## config.mk

```make
export PLATFORM = sky130hd
export DESIGN_NAME = toe_lookup_arb_flat
export DESIGN_NICKNAME = d
export VERILOG_FILES = /design/src/rtl/toe_lookup_arb_if.sv /design/src/rtl/toe_lookup_arb.sv /design/src/flat_wrapper.sv
export SDC_FILE = /design/constraint.sdc
export NUM_CORES = 1
export LEC_CHECK = 0
export CAP_MARGIN = 10
export CELL_PAD_IN_SITES_DETAIL_PLACEMENT = 1
export CELL_PAD_IN_SITES_GLOBAL_PLACEMENT = 1
export CORE_AREA = 4 4 234 236
export CTS_CLUSTER_SIZE = 14
export DETAILED_ROUTE_END_ITERATION = 16
export DIE_AREA = 0 0 238 240
export GPL_ROUTABILITY_DRIVEN = 1
export GPL_TIMING_DRIVEN = 0
export HOLD_SLACK_MARGIN = 0.1
export PLACE_DENSITY = 0.64
export SLEW_MARGIN = 0
export SYNTH_ARGS = -nofsm -noshare
export SYNTH_HDL_FRONTEND = slang
export SYNTH_SLANG_ARGS = --single-unit
```

## constraint.sdc

```tcl
create_clock -name clk -period 2.2 [get_ports clk]
set_input_delay 0.22 -clock clk [delete_from_list [all_inputs] [get_ports clk]]
set_output_delay 0.22 -clock clk [all_outputs]
set_load 0.02 [all_outputs]
```

## src/rtl/toe_lookup_arb_if.sv

```systemverilog
// Bundle between the lookup arbiter and its two requesters and the searcher.
// slave  : the arbiter's view (requests, searcher results in; ready, response, searcher command out)
// master : the environment's view (the reverse)
interface toe_lookup_arb_if #(
   parameter int ID_W = 7
);
   logic            req0_valid;
   logic [191:0]    req0_tuple;
   logic            req0_ready;
   logic            req1_valid;
   logic [191:0]    req1_tuple;
   logic            req1_ready;
   logic            rsp_valid;
   logic            rsp_grant;
   logic [ID_W-1:0] rsp_id;
   logic            rsp_error;
   logic            rsp_timeout;
   logic            ENABLE;
   logic [47:0]     src_mac;
   logic [47:0]     dst_mac;
   logic [31:0]     src_ip;
   logic [31:0]     dst_ip;
   logic [15:0]     src_port;
   logic [15:0]     dst_port;
   logic            DONE;
   logic            ERROR;
   logic [ID_W-1:0] ID;

   modport slave (
      input  req0_valid, req0_tuple, req1_valid, req1_tuple, DONE, ERROR, ID,
      output req0_ready, req1_ready, rsp_valid, rsp_grant, rsp_id, rsp_error, rsp_timeout,
      output ENABLE, src_mac, dst_mac, src_ip, dst_ip, src_port, dst_port
   );

   modport master (
      output req0_valid, req0_tuple, req1_valid, req1_tuple, DONE, ERROR, ID,
      input  req0_ready, req1_ready, rsp_valid, rsp_grant, rsp_id, rsp_error, rsp_timeout,
      input  ENABLE, src_mac, dst_mac, src_ip, dst_ip, src_port, dst_port
   );
endinterface

```

## src/rtl/toe_lookup_arb.sv

```systemverilog
// Round-robin arbiter in front of a single connection-table searcher.
// One lookup is in flight at a time; WAIT is bounded by TIMEOUT cycles.
//
// state | meaning
// IDLE  | offer ready to the round-robin winner, latch tuple on accept
// ISSUE | one-cycle ENABLE pulse to the searcher, clear wait counter
// WAIT  | sample DONE/ERROR each cycle, abort after TIMEOUT cycles
// RESP  | one-cycle rsp_valid strobe, then back to IDLE
module toe_lookup_arb #(
   parameter int TIMEOUT = 255,
   parameter int ID_W    = 7
) (
   input logic             clk,
   input logic             RESET_n,
   toe_lookup_arb_if.slave bus
);

   typedef enum logic [1:0] {IDLE, ISSUE, WAIT, RESP} state_t;

   localparam logic [7:0] TMO = 8'(TIMEOUT);

   state_t          state_q, state_d;
   logic            last_q, last_d;
   logic [7:0]      cnt_q, cnt_d;
   logic [191:0]    tuple_q, tuple_d;
   logic            grant_q, grant_d;
   logic [ID_W-1:0] id_q, id_d;
   logic            err_q, err_d;
   logic            tmo_q, tmo_d;
   logic            rdy0, rdy1;
   logic            win;

   // Next-state, arbitration and response capture.
   always_comb begin
      state_d = state_q;
      last_d  = last_q;
      cnt_d   = cnt_q;
      tuple_d = tuple_q;
      grant_d = grant_q;
      id_d    = id_q;
      err_d   = err_q;
      tmo_d   = tmo_q;
      rdy0    = 1'b0;
      rdy1    = 1'b0;
      win     = 1'b0;
      case (state_q)
         IDLE: begin
            // Tie goes to whichever requester was not granted last.
            if (bus.req0_valid && bus.req1_valid) win = ~last_q;
            else                                  win = bus.req1_valid;
            // Ready is held low while reset is asserted even though the FSM sits in IDLE.
            if (RESET_n && (bus.req0_valid || bus.req1_valid)) begin
               rdy0    = ~win;
               rdy1    = win;
               tuple_d = win ? bus.req1_tuple : bus.req0_tuple;
               grant_d = win;
               last_d  = win;
               state_d = ISSUE;
            end
         end
         ISSUE: begin
            cnt_d   = 8'd0;
            state_d = WAIT;
         end
         WAIT: begin
            if (bus.ERROR) begin
               id_d    = '0;
               err_d   = 1'b1;
               tmo_d   = 1'b0;
               state_d = RESP;
            end else if (bus.DONE) begin
               id_d    = bus.ID;
               err_d   = 1'b0;
               tmo_d   = 1'b0;
               state_d = RESP;
            end else begin
               // WAIT therefore lasts at most TIMEOUT cycles.
               cnt_d = cnt_q + 8'd1;
               if (cnt_d == TMO) begin
                  id_d    = '0;
                  err_d   = 1'b1;
                  tmo_d   = 1'b1;
                  state_d = RESP;
               end
            end
         end
         RESP: state_d = IDLE;
         default: state_d = IDLE;
      endcase
   end

   // State and datapath registers; reset abandons any lookup in flight.
   always_ff @(posedge clk or negedge RESET_n) begin
      if (!RESET_n) begin
         state_q <= IDLE;
         last_q  <= 1'b1;
         cnt_q   <= 8'd0;
         tuple_q <= '0;
         grant_q <= 1'b0;
         id_q    <= '0;
         err_q   <= 1'b0;
         tmo_q   <= 1'b0;
      end else begin
         state_q <= state_d;
         last_q  <= last_d;
         cnt_q   <= cnt_d;
         tuple_q <= tuple_d;
         grant_q <= grant_d;
         id_q    <= id_d;
         err_q   <= err_d;
         tmo_q   <= tmo_d;
      end
   end

   assign bus.req0_ready  = rdy0;
   assign bus.req1_ready  = rdy1;
   assign bus.ENABLE      = (state_q == ISSUE);
   assign bus.rsp_valid   = (state_q == RESP);
   assign bus.rsp_grant   = grant_q;
   assign bus.rsp_id      = id_q;
   assign bus.rsp_error   = err_q;
   assign bus.rsp_timeout = tmo_q;
   assign bus.src_mac     = tuple_q[191:144];
   assign bus.dst_mac     = tuple_q[143:96];
   assign bus.src_ip      = tuple_q[95:64];
   assign bus.dst_ip      = tuple_q[63:32];
   assign bus.src_port    = tuple_q[31:16];
   assign bus.dst_port    = tuple_q[15:0];

endmodule
```

## src/flat_wrapper.sv

```systemverilog
// flat-port wrapper written by rule: the top's interface ports become plain ports
module toe_lookup_arb_flat 
#(
   parameter int TIMEOUT = 255,
   parameter int ID_W    = 7
)
  (clk, RESET_n, bus_req0_valid, bus_req0_tuple, bus_req1_valid, bus_req1_tuple, bus_DONE, bus_ERROR, bus_ID, bus_req0_ready, bus_req1_ready, bus_rsp_valid, bus_rsp_grant, bus_rsp_id, bus_rsp_error, bus_rsp_timeout, bus_ENABLE, bus_src_mac, bus_dst_mac, bus_src_ip, bus_dst_ip, bus_src_port, bus_dst_port);
  toe_lookup_arb_if #(.ID_W(ID_W)) bus_i ();
  input logic clk;
  input logic RESET_n;
  input wire logic [$bits(bus_i.req0_valid)-1:0] bus_req0_valid;
  input wire logic [$bits(bus_i.req0_tuple)-1:0] bus_req0_tuple;
  input wire logic [$bits(bus_i.req1_valid)-1:0] bus_req1_valid;
  input wire logic [$bits(bus_i.req1_tuple)-1:0] bus_req1_tuple;
  input wire logic [$bits(bus_i.DONE)-1:0] bus_DONE;
  input wire logic [$bits(bus_i.ERROR)-1:0] bus_ERROR;
  input wire logic [$bits(bus_i.ID)-1:0] bus_ID;
  output wire logic [$bits(bus_i.req0_ready)-1:0] bus_req0_ready;
  output wire logic [$bits(bus_i.req1_ready)-1:0] bus_req1_ready;
  output wire logic [$bits(bus_i.rsp_valid)-1:0] bus_rsp_valid;
  output wire logic [$bits(bus_i.rsp_grant)-1:0] bus_rsp_grant;
  output wire logic [$bits(bus_i.rsp_id)-1:0] bus_rsp_id;
  output wire logic [$bits(bus_i.rsp_error)-1:0] bus_rsp_error;
  output wire logic [$bits(bus_i.rsp_timeout)-1:0] bus_rsp_timeout;
  output wire logic [$bits(bus_i.ENABLE)-1:0] bus_ENABLE;
  output wire logic [$bits(bus_i.src_mac)-1:0] bus_src_mac;
  output wire logic [$bits(bus_i.dst_mac)-1:0] bus_dst_mac;
  output wire logic [$bits(bus_i.src_ip)-1:0] bus_src_ip;
  output wire logic [$bits(bus_i.dst_ip)-1:0] bus_dst_ip;
  output wire logic [$bits(bus_i.src_port)-1:0] bus_src_port;
  output wire logic [$bits(bus_i.dst_port)-1:0] bus_dst_port;
  assign bus_i.req0_valid = bus_req0_valid;
  assign bus_i.req0_tuple = bus_req0_tuple;
  assign bus_i.req1_valid = bus_req1_valid;
  assign bus_i.req1_tuple = bus_req1_tuple;
  assign bus_i.DONE = bus_DONE;
  assign bus_i.ERROR = bus_ERROR;
  assign bus_i.ID = bus_ID;
  assign bus_req0_ready = bus_i.req0_ready;
  assign bus_req1_ready = bus_i.req1_ready;
  assign bus_rsp_valid = bus_i.rsp_valid;
  assign bus_rsp_grant = bus_i.rsp_grant;
  assign bus_rsp_id = bus_i.rsp_id;
  assign bus_rsp_error = bus_i.rsp_error;
  assign bus_rsp_timeout = bus_i.rsp_timeout;
  assign bus_ENABLE = bus_i.ENABLE;
  assign bus_src_mac = bus_i.src_mac;
  assign bus_dst_mac = bus_i.dst_mac;
  assign bus_src_ip = bus_i.src_ip;
  assign bus_dst_ip = bus_i.dst_ip;
  assign bus_src_port = bus_i.src_port;
  assign bus_dst_port = bus_i.dst_port;
  toe_lookup_arb #(.TIMEOUT(TIMEOUT), .ID_W(ID_W)) u_core (.clk(clk), .RESET_n(RESET_n), .bus(bus_i));
endmodule
```

# Word-level counts from Yosys, hierarchy flattened
# Index checks and enable logic that the tools add are counted.
[word_totals]
ramBits = 0
regBits = 213
memories = 0
latchBits = 0
mem_bits_ro = 0
wordCells = 51
[classes]
reduce_logical = 10
n_bitwise = 2
shift = 0
order_cmp = 0
eq_ne = 8
div = 0
n_addsub = 1
mux = 22
n_mul = 0
[ops]
columns = ["op", "n"]
rows = [
  ["two-way mux 192 bit", 1],
  ["two-way mux 7 bit", 3],
  ["two-way mux 8 bit", 2],
  ["case mux 8 bit (2 select lines)", 1],
  ["two-way mux 1 bit", 10],
  ["adder 8 x 1 -> 8 bit (second input constant)", 1],
  ["== test 8 bit (second input constant)", 1],
  ["two-way mux 2 bit", 4],
  ["case mux 2 bit (4 select lines)", 1],
  ["AND reduction 2 bit", 3],
  ["== test 2 bit (second input constant)", 2],
  ["inequality test 2 bit (second input constant)", 2],
  ["inequality test 4 x 3 -> 1 bit (second input constant)", 1],
  ["AND reduction 3 bit", 1],
  ["nonzero test 3 bit", 1],
  ["== test 2 x 1 -> 1 bit (second input constant)", 1],
  ["logical AND 1 bit", 2],
  ["logical NOT 2 bit", 1],
  ["inequality test 2 x 1 -> 1 bit (second input constant)", 1],
  ["NOT 1 bit", 2],
  ["nonzero test 2 bit", 1],
  ["logical OR 1 bit", 1],
]

# Depth between registers and ports, before layout
# Gate-level depths: netlist of run 1.
[depth]
word_depth = 6
mapped_depth = 8
depth_no_buf = 7

# Least setup slack after synthesis of run 1
# Ideal clock, no wire load.
[synth_timing]
path_kind = "register -> register"
startpoint = "register u_core.state_q[1]"
endpoint = "register u_core.tuple_q[137]"
setup_time_ns = 0.067
path_slack_ns = 0.454
t_arrival_ns = 1.680
required_time_ns = 2.133
n_path_buf = 1
path_stages_with_launch = 8
path_cell_list = "dfrtp_1 inv_1 ha_1 o211ai_2 nor2_1 clkbuf_1 a222oi_1 inv_1"
[synth_via]
elab_chain_len = 2
[synth_rtl]
columns = ["item", "line_no", "text"]
rows = [
  ["start: declaration", "toe_lookup_arb.sv:22", "state_t state_q, state_d;"],
  ["start signal: assignment", "toe_lookup_arb.sv:104", "state_q <= state_d;"],
  ["logical NOT 2 bit", "toe_lookup_arb.sv:46", "case (state_q)"],
  ["AND reduction 2 bit (no source line)", "n/a", ""],
  ["end signal: assignment", "toe_lookup_arb.sv:107", "tuple_q <= tuple_d;"],
  ["end: declaration", "toe_lookup_arb.sv:25", "logic [191:0] tuple_q, tuple_d;"],
]
# Every way passes these cells.
# A chain may end at the register's enable or synchronous reset.

# Final worst setup path of run 1
[layout_timing]
startpoint = "register u_core.state_q[0]"
endpoint = "output port bus_rsp_valid"
[layout_via]
elab_chain_len = 1
[layout_rtl]
columns = ["item", "line_no", "text"]
rows = [
  ["== test 2 bit", "toe_lookup_arb.sv:118", "assign bus.rsp_valid = (state_q == RESP);"],
  ["end: declaration", "flat_wrapper.sv:20", "output wire logic [$bits(bus_i.rsp_valid)-1:0] bus_rsp_valid;"],
]
# Every way passes these cells.

==> results.md, run 1 <==
* Status: complete, but fails checks
* Violated checks: negative hold slack
* Num rows at 84
* Critical path launch point type: register
* Starting DRC count in detailed routing at 1114
* Post-synth top area share at 59.2%
* CP endpoint kind: output port
* F_max at 479 MHz
* Top post-synthesis cells by area: dfrtp_1 (59%), a222oi_1 (21%), inv_1 (8.6%)
* TritonRoute pass-1 iters at 7
* Library cells used by synthesis at 35
* Psw at 0.00832 W
* CTS tree: done
* Crit path largest cell delay at 570 ps
* Placement Setup Slack at -1270 ps
* Full die area at ~0.057 sq mm
* H-tree Lvls at 1
* Cells after DPL at 2063
* Fin crit share at 94.9%
* Post-DRT Antenna Nets at 0
* # fillers at a little under 6k
* CTS buffer count at 26
* Final slew viol count at 0
* WHS at -529 ps
* Synth Area in Simple Gates at 2.10%
* Syn_area_per_cell at roughly 12 sq um
* Die extent in x at 238 microns
* Flops & latches, synth at 213
* Yosys warning count at 0
* Nets at about 1.8k
* Initial Util at 17.1%
* Most frequent cells in the layout: clkdlybuf4s50_1 (598), dfrtp_1 (212), inv_1 (203)
* Skew-Pair Late Insertion Delay at 540 ps
* Setup slack after layout at 111 ps
* Top FF cell, synth: dfrtp_1
* Pint at ~0.013 W
* Clock sink count at 213
* IO Pins at 603
* Seq pwr share at 31.3%
* Setup_tns at 0 ps
* # Max-Cap Violations at 0
* Largest net degree at the start of global routing at 107
* Gr usage total at 15.4%
* Actual slew at the worst max-slew pin at 663 ps
* Layout cells sized above 1 at 7.90%
* Layout Cells excl Fill at 2120
* Placer Congestion at 0.842
* Synth Net Count at 1174
* Post-route minimum period at about 2100 ps
* XOR/XNOR Fraction of Synth Area at 0%
* Cell Area, Synth at 0.00896 sq mm
* Slew margin rel. at 55.8%
* CP max FO at 4
* Required time worst endpoint at 1980 ps
* EDFF count, synth at 0
* RSZ-0062 raised after global routing: yes
* Via Count at 9589
* Main combinational cell family by area after synthesis: compound AO/OA/AOI/OAI gates
* CTS clk-pin slew, worst paths at 60 ps
* Logic gate share of total power at 48.4%
* PwrDens at 1280 mW/mm^2
* Critical-path top delay cell: clkdlybuf4s50_1
* Final setup fails at 0
* Vias in the first global route at 10.6k
* Switching Fraction at 38.5%
* Crit path kind: register to output port
* Synth async-reset ratio at 100%
* Die height at between 200 and 250 microns
* Worst Hold Class: input port to asynchronous set/reset pin
* Antenna violations before repair at 4
* Routed WL at 47.1 mm
* Register area share after synthesis at 59.5%
* Fraction of the mapped netlist area in adder cells at less than 1%
* Clock power share at 20.3%
* Global-route wire length before repair at 68.2 mm
* IO buf count at about 600
* Max Clock Skew at 12.6 ps
* VDD IR max at 0.535 mV
* Area Growth Syn to Fin at 89.3%
* Grt ovf at 0
* Clk buf depth at 3
* Hold Fails Final Rpt at 110
* Crit path DAT at 1870 ps
* Post-route DRC violation count at 0
* Post-synth top area cell: dfrtp_1
* Average wire per standard cell at 22.2 microns
* Mux share of post-synthesis cell area at less than 1%
* Vias/cell at 4.52
* Leak Pwr at 8.03 nW
* Post-DP HPWL at 36.5 mm
* Compound-gate portion of the synthesized area at 24.9%
* Root Buffer: clkbuf_16
* Mapped Cells at approximately 770
* Core area at between 0.05 and 0.06 sq mm
* Commonest non-fill, non-tap cell in the layout: clkdlybuf4s50_1
* Critical path cell sequence: buf_4 > ha_1 > clkdlybuf4s50_1
[kinds of logic (layout without fill, tap and decap cells)]
kind of cell,count (synthesis),after routing
AND/OR/NAND/NOR,40,40
multiplexers,1,1
flip-flops,213,213
adder cells (fa/ha/maj),6,6
AO/OA/AOI/OAI,240,240
other,0,2
buffers and inverters,271,930
[layer usage]
layer  GRT usage, %  share of wire (%)  vias up
li1               -                  -     4239
met1           17.7                 38     4833
met2           28.2                 51      465
met3           4.43                8.9       48
met4           3.73                1.9        4
met5              0              0.057        -
[power groups by stage]
stage | clock network, W | logic (W) | registers, W
after floorplan | 0 | 0.00274 | 0.00866
after global placement | 0 | 0.0102 | 0.00673
after detailed placement | 0 | 0.0104 | 0.00676
after CTS | 0.00455 | 0.0106 | 0.00676
after global routing | 0.00470 | 0.0112 | 0.00698
final | 0.00439 | 0.0105 | 0.00676
[per-stage QoR]
stage | hold slack (ps) | cell area (sq um) | utilization [%] | power [W]
2_1_floorplan | -75.6 | 8960 | - | 0.0114
3_3_place_gp | 468 | 15800 | 30.2 | 0.0170
3_5_place_dp | 23.0 | 15900 | 30.3 | 0.0172
4_1_cts | -568 | 16900 | 32.2 | 0.0219
5_1_grt | -554 | 17000 | 32.3 | 0.0229
6_report | -529 | 17000 | 32.3 | 0.0216
[synth_stat cells, drive strengths merged (2+ instances only)]
| cell type | n |
|---|---|
| dfrtp | 212 |
| inv | 205 |
| a222oi | 192 |
| buf | 41 |
| clkbuf | 25 |
| o21ai | 21 |
| nor2 | 13 |
| nand2 | 12 |
| a2bb2oi | 7 |
| a21oi | 6 |
| ha | 6 |
| nand3 | 4 |
| a31oi | 3 |
| o211ai | 3 |
| o31ai | 3 |
| and3 | 2 |
| nand2b | 2 |
| nor4 | 2 |
| o41ai | 2 |
[registers in the layout, indices dropped and copies added (netlist names)]
| name | count |
|---|---|
| u_core.tuple_q | 192 |
| u_core.bus.rsp_grant | 1 |
| u_core.cnt_q | 8 |
| u_core.last_q | 1 |
| u_core.bus.rsp_timeout | 1 |
| u_core.state_q | 2 |
| u_core.bus.rsp_id | 7 |
| u_core.bus.rsp_error | 1 |
[worst max-delay path, delay by kind of cell, from the launching register on]
family | cells | cell delay [ps]
fa+ha+maj | 1 | 190
buf+inv | 2 | 730
flops | 1 | 400
[final timing paths]
| check | startpoint | end | slack (ps) | depth (start not counted) |
|---|---|---|---|---|
| max in group asynchronous | RESET_n | u_core.tuple_q[138]$_DFFE_PN0P_ | 1460 | 3 |
| setup reg to reg | u_core.state_q[1]$_DFFE_PN0P_ | u_core.tuple_q[3]$_DFFE_PN0P_ | 180 | 9 |
| hold reg to reg | u_core.last_q$_DFFE_PN1P_ | u_core.last_q$_DFFE_PN1P_ | 470 | 2 |
| setup / recovery | u_core.state_q[0]$_DFFE_PN0P_ | bus_rsp_valid | 110 | 3 |
| hold / removal | RESET_n | u_core.tuple_q[55]$_DFFE_PN0P_ | -530 | 1 |
| min in group clk | bus_ID[4] | u_core.bus.rsp_id[4]$_DFFE_PN0P_ | 290 | 3 |
[area by class of cell]
type                       instances  area [sq um]  area share [%]
antenna                            2          5.00          0.0295
buffer                            65           427            2.52
clock inverter                     5          50.0           0.295
inverter                         205           769            4.54
multi-input combinational        287          2540            15.0
timing repair buffer             613          6150            36.3
tap                              688           861            5.08
clock buffer                      42           822            4.85
sequential                       213          5330            31.4
[timing repair]
action	CTS	global route
endpoints found under the setup margin	197	177
resized for setup	33	37
endpoints found under the hold margin	110	110
pin swaps	1	3
buffers inserted	7	2
cloned	0	0
No activity file was read; power rests on OpenSTA's default activity.
==> run 2, diff against run 1 <==
--- a/config.mk
+++ b/config.mk
@@ -13,9 +13,10 @@
 export DETAILED_ROUTE_END_ITERATION = 16
 export DIE_AREA = 0 0 238 240
 export GPL_ROUTABILITY_DRIVEN = 1
-export GPL_TIMING_DRIVEN = 0
+export GPL_TIMING_DRIVEN = 1
 export HOLD_SLACK_MARGIN = 0.1
 export PLACE_DENSITY = 0.64
+export REMOVE_ABC_BUFFERS = 1
 export SLEW_MARGIN = 0
 export SYNTH_ARGS = -nofsm -noshare
 export SYNTH_HDL_FRONTEND = slang
==> run 2 against run 1 <==
Effect of this change:
- the run now ends clean
- die area unchanged
- maximum frequency shrank 4.0%
- sequential power about the same
- combinational power about the same
- largest power group unchanged
==> results.md, run 2 (same netlist as run 1, synthesis figures left out) <==
* Status: finished clean (was complete, but fails checks)
* Crit path kind: register to register (was register to output port)
* Full die area at 0.0571 sq mm (unchanged)
* Initial Util at 17.1% (unchanged)
* Die extent in x at 238 microns (unchanged)
* Post-DRT Antenna Nets at 0 (unchanged)
* Required time worst endpoint at 2620 ps (was 1980 ps)
* Average wire per standard cell at 22.4 microns (was 22.2 microns)
* Largest net degree at the start of global routing at 110 (was 107)
* Most frequent cells in the layout: clkdlybuf4s50_1 (598), dfrtp_1 (212), inv_1 (203) (unchanged)
* Final non-filler cell area at 0.0171 sq mm (was 0.0170 sq mm)
* Die height at 240 microns (unchanged)
* CTS tree: done (unchanged)
* Power, Total at 0.0217 W (was 0.0216 W)
* F_max at 459 MHz (was 479 MHz)
* Nets at 1789 (was 1814)
* Gr usage total at 14.9% (was 15.4%)
* Critical path launch point type: register (unchanged)
* Layout Cells excl Fill at 2095 (was 2120)
* Max Clock Skew at 15.5 ps (was 12.6 ps)
* H-tree Lvls at 1 (unchanged)
* IO buf count at 602 (unchanged)
* Post-route minimum period at 2180 ps (was 2090 ps)
* Final slew viol count at 0 (unchanged)
* Area Growth Syn to Fin at 90.5% (was 89.3%)
* Cells after DPL at 2024 (was 2063)
* CP max FO at 88 (was 4)
* Post-route DRC violation count at 0 (unchanged)
* DP Area at 0.0159 sq mm (about the same)
* Setup slack after layout at 23.4 ps (was 111 ps)
* Leak Pwr at 8.02 nW (was 8.03 nW)
* Num rows at 84 (unchanged)
* Final setup fails at 0 (unchanged)
* Fin crit share at 98.9% (was 94.9%)
* CP endpoint kind: register (was output port)
* Root Buffer: clkbuf_16 (unchanged)
* Global-route wire length before repair at 66.3 mm (was 68.2 mm)
* Setup_tns at 0 ps (unchanged)
* Layout cells sized above 1 at 7.11% (was 7.90%)
* Largest register FFs at 192 (unchanged)
* Placer Congestion at 0.826 (was 0.842)
* Routed WL at 46.9 mm (was 47.1 mm)
* Worst Hold Class: input port to register (was input port to asynchronous set/reset pin)
* Skew-Pair Late Insertion Delay at 550 ps (was 540 ps)
* Commonest non-fill, non-tap cell in the layout: clkdlybuf4s50_1 (unchanged)
* CTS buffer count at 27 (was 26)
* TritonRoute pass-1 iters at 9 (was 7)
* Biggest register: u_core.tuple_q (unchanged)
* Antenna violations before repair at 3 (was 4)
* PwrDens at 1270 mW/mm^2 (was 1280 mW/mm^2)
* Hold Fails Final Rpt at 0 (was 110)
* IO Pins at 603 (unchanged)
* Core area at 0.0524 sq mm (unchanged)
* Post-DP HPWL at 33.0 mm (was 36.5 mm)
* Crit path DAT at 2600 ps (was 1870 ps)
* Vias in the first global route at 10.2k (was 10.6k)
* Starting DRC count in detailed routing at 1221 (was 1114)
* VDD IR max at 0.544 mV (was 0.535 mV)
* Slew margin rel. at 52.6% (was 55.8%)
* # Max-Cap Violations at 0 (unchanged)
* CTS clk-pin slew, worst paths at 60 ps (about the same)
* Vias/cell at 4.54 (was 4.52)
* Actual slew at the worst max-slew pin at 711 ps (was 663 ps)
* Via Count at 9518 (was 9589)
* Grt ovf at 0 (unchanged)
* Placement Setup Slack at -33.8 ps (was -1270 ps)
* Clock sink count at 213 (unchanged)
* Clk buf depth at 3 (unchanged)
==> run 2: cell count changes in the layout (fill, tap and decap cells not counted), sizes merged <==
cell	change
dlygate4sd2	+1
buf	-4
clkbuf	-24
bufbuf	+3
clkinv	-1
dlygate4sd3	+1
diode	-1
dlymetal6s2s	-1
clkinvlp	+1
==> run 2: metal layers <==
metal  global-route usage [%]  routed length, microns
met1                     17.7                   17600
met2                     26.8                   23900
met3                     3.93                    4220
met4                     4.01                    1090
met5                        0                      35
==> run 2: final timing paths <==
kind	start	to	slack (ps)	depth (start not counted)
min in group asynchronous	RESET_n	u_core.state_q[0]$_DFFE_PN0P_	320	3
hold reg to reg	u_core.tuple_q[188]$_DFFE_PN0P_	u_core.tuple_q[188]$_DFFE_PN0P_	490	2
hold / removal	bus_ID[1]	u_core.bus.rsp_id[1]$_DFFE_PN0P_	280	3
setup reg to reg	u_core.state_q[1]$_DFFE_PN0P_	u_core.tuple_q[174]$_DFFE_PN0P_	20	8
setup / recovery	u_core.state_q[1]$_DFFE_PN0P_	u_core.tuple_q[174]$_DFFE_PN0P_	20	8
max in group asynchronous	RESET_n	u_core.tuple_q[18]$_DFFE_PN0P_	660	4
==> run 2: metrics by stage <==
| stage | utilization [%] | hold slack [ps] |
|---|---|---|
| after detailed placement | 30.3 | 362 |
| after global routing | 32.5 | 250 |
| after CTS | 32.2 | 238 |
| final | 32.5 | 284 |
| after global placement | 30.3 | 364 |
| after floorplan | - | -75.6 |
==> run 2: worst max-delay path: stages, from the launching register on <==
cell	delay (ps)
dfrtp_1	400
inv_2	100
ha_4	170
o211ai_4	120
buf_4	160
buf_12	180
buf_12	190
a222oi_1	450
inv_1	80
==> run 2: final cells by class <==
cell class / instances / area, sq um
Fill cell: 5778 / 35400
Timing Repair Buffer: 652 / 6700
Sequential cell: 213 / 5330
Multi-Input combinational cell: 287 / 2540
Tap cell: 688 / 861
Clock buffer: 44 / 810
Inverter: 205 / 769
Clock inverter: 5 / 52.6
Antenna cell: 1 / 2.50
==> run 2: power breakdown <==
part           total (W)  switching, W  internal [W]
combinational     0.0105       0.00542       0.00512
sequential       0.00675       0.00109       0.00566
clock            0.00439       0.00179       0.00261
==> run 2: what timing repair did <==
action	CTS	global route
pin swaps	5	5
buffers inserted	5	10
endpoints found under the setup margin	3	73
hold endpoints to repair	104	0
resized for setup	9	8
gates cloned	3	3
hold buffers	1	0
==> run 3, diff against run 2 <==
--- a/config.mk
+++ b/config.mk
@@ -17,7 +17,8 @@
 export HOLD_SLACK_MARGIN = 0.1
 export PLACE_DENSITY = 0.64
 export REMOVE_ABC_BUFFERS = 1
-export SLEW_MARGIN = 0
+export SETUP_SLACK_MARGIN = 0.02
+export SLEW_MARGIN = 10
 export SYNTH_ARGS = -nofsm -noshare
 export SYNTH_HDL_FRONTEND = slang
 export SYNTH_SLANG_ARGS = --single-unit
==> run 3 against run 2 <==
Effect of this change:
- setup slack improved by 1.7 ps
- core utilization is essentially flat
- sequential share of layout area about the same
- critical endpoint unchanged
- via count decreased by 0.34%
- highest routed layer unchanged
==> results.md, run 3 (same netlist as run 1, synthesis figures left out) <==
* CP endpoint kind: register (unchanged)
* CTS buffer count at 27 (unchanged)
* Met3 usage at 3.93% (unchanged)
* Routed WL at 47.0 mm (was 46.9 mm)
* CTS tree: done (unchanged)
* F_max at 460 MHz (was 459 MHz)
* Skew-Pair Late Insertion Delay at 550 ps (about the same)
* Required time worst endpoint at 2620 ps (about the same)
* M2 GR Usage at 26.8% (about the same)
* Gr busiest metal: met2 (unchanged)
* Max Clock Skew at 15.6 ps (was 15.5 ps)
* Final setup fails at 0 (unchanged)
* Full die area at 0.0571 sq mm (unchanged)
* Post-DRT Antenna Nets at 0 (unchanged)
* Fin crit share at 98.9% (about the same)
* GRT met1 Usage at 17.7% (unchanged)
* Vias in the first global route at 10.2k (about the same)
* Crit path DAT at 2600 ps (about the same)
* Average wire per standard cell at 22.4 microns (about the same)
* Starting DRC count in detailed routing at 1262 (was 1221)
* CTS clk-pin slew, worst paths at 60 ps (about the same)
* Worst Hold Class: input port to register (unchanged)
* IO Pins at 603 (unchanged)
* DP Area at 0.0159 sq mm (unchanged)
* Root Buffer: clkbuf_16 (unchanged)
* Clock sink count at 213 (unchanged)
* Initial Util at 17.1% (unchanged)
* Crit path kind: register to register (unchanged)
* Layout cells sized above 1 at 7.25% (was 7.11%)
* Critical path launch point type: register (unchanged)
* Die height at 240 microns (unchanged)
* Status: finished clean (unchanged)
* Largest net degree at the start of global routing at 110 (unchanged)
* Clk buf depth at 3 (unchanged)
* Via Count at 9486 (was 9518)
* Setup slack after layout at 25.1 ps (was 23.4 ps)
* Final non-filler cell area at 0.0171 sq mm (about the same)
* Num rows at 84 (unchanged)
* Post-route DRC violation count at 0 (unchanged)
* CP max FO at 88 (unchanged)
* Leak Pwr at 8.02 nW (about the same)
* Gr usage total at 14.9% (about the same)
* Area Growth Syn to Fin at 90.7% (was 90.5%)
* Biggest register: u_core.tuple_q (unchanged)
* Most frequent cells in the layout: clkdlybuf4s50_1 (598), dfrtp_1 (212), inv_1 (203) (unchanged)
* Die extent in x at 238 microns (unchanged)
* TritonRoute pass-1 iters at 10 (was 9)
* IO buf count at 602 (unchanged)
* Actual slew at the worst max-slew pin at 721 ps (was 711 ps)
* Hold Fails Final Rpt at 0 (unchanged)
* Placement Setup Slack at -33.8 ps (unchanged)
* # Max-Cap Violations at 0 (unchanged)
* Slew margin rel. at 51.9% (was 52.6%)
* Commonest non-fill, non-tap cell in the layout: clkdlybuf4s50_1 (unchanged)
* VDD IR max at 0.541 mV (was 0.544 mV)
* H-tree Lvls at 1 (unchanged)
* Core area at 0.0524 sq mm (unchanged)
* Antenna violations before repair at 3 (unchanged)
* Vias/cell at 4.53 (was 4.54)
* Final slew viol count at 0 (unchanged)
* Post-DP HPWL at 33.0 mm (unchanged)
* Nets at 1790 (was 1789)
* Global-route wire length before repair at 66.3 mm (about the same)
* PwrDens at 1270 mW/mm^2 (about the same)
* Largest register FFs at 192 (unchanged)
* Post-route minimum period at 2170 ps (was 2180 ps)
* Grt ovf at 0 (unchanged)
* Placer Congestion at 0.826 (unchanged)
==> run 3: changes by cell type in the layout (fill, tap and decap cells not counted), sizes merged <==
cell,delta
buf,+1
==> run 3: cell type report <==
class | instances | area (sq um)
Timing Repair Buffer | 653 | 6710
Fill cell | 5775 | 35400
Sequential cell | 213 | 5330
Multi-Input combinational cell | 287 | 2550
Antenna cell | 1 | 2.50
Clock buffer | 44 | 810
Clock inverter | 5 | 52.6
Inverter | 205 | 769
Tap cell | 688 | 861
==> run 3: where the power goes <==
part           switching (W)  internal (W)
Clock                0.00179       0.00261
Sequential           0.00109       0.00566
Combinational        0.00542       0.00512
==> run 3: worst max-delay path: stages (launching register included) <==
cell and delay [ps]:
dfrtp_1 400, inv_2 100, ha_4 170, o211ai_4 120
buf_4 160, buf_12 180, buf_12 190, a222oi_1 450
inv_1 80
==> run 3: worst paths after layout <==
kind	depth (start not counted)	slack (ps)	to	start
min	3	280	u_core.bus.rsp_id[1]$_DFFE_PN0P_	bus_ID[1]
max in group asynchronous	4	660	u_core.tuple_q[18]$_DFFE_PN0P_	RESET_n
max	8	30	u_core.tuple_q[174]$_DFFE_PN0P_	u_core.state_q[1]$_DFFE_PN0P_
min reg2reg	2	490	u_core.tuple_q[23]$_DFFE_PN0P_	u_core.tuple_q[23]$_DFFE_PN0P_
max reg2reg	8	30	u_core.tuple_q[174]$_DFFE_PN0P_	u_core.state_q[1]$_DFFE_PN0P_
min in group asynchronous	3	320	u_core.state_q[0]$_DFFE_PN0P_	RESET_n
==> run 3: what timing repair did <==
item	in CTS	in global routing
cloned	3	3
setup buffers	5	11
hold endpoints to repair	104	0
pin swaps	5	5
setup endpoints to repair	3	89
resized for setup	10	9
hold buffers	1	0
==> run 3: through the flow <==
stage | hold slack (ps) | setup TNS [ps] | total power [W] | utilization [%] | instances
2_1_floorplan | -75.6 | -2017080 | 0.0114 | - | 705
5_1_grt | 250 | -0.681 | 0.0230 | 32.6 | 2095
3_5_place_dp | 362 | -105 | 0.0172 | 30.3 | 2024
4_1_cts | 238 | -89.5 | 0.0219 | 32.3 | 2082
3_3_place_gp | 364 | 0 | 0.0169 | 30.3 | 2024
6_report | 284 | 0 | 0.0217 | 32.6 | 2096
==> run 3: routing by layer <==
metal	up-vias	wire, microns
met4	6	1080
met1	4782	17700
met3	62	4210
met2	468	24000
met5	-	35
li1	4168	-
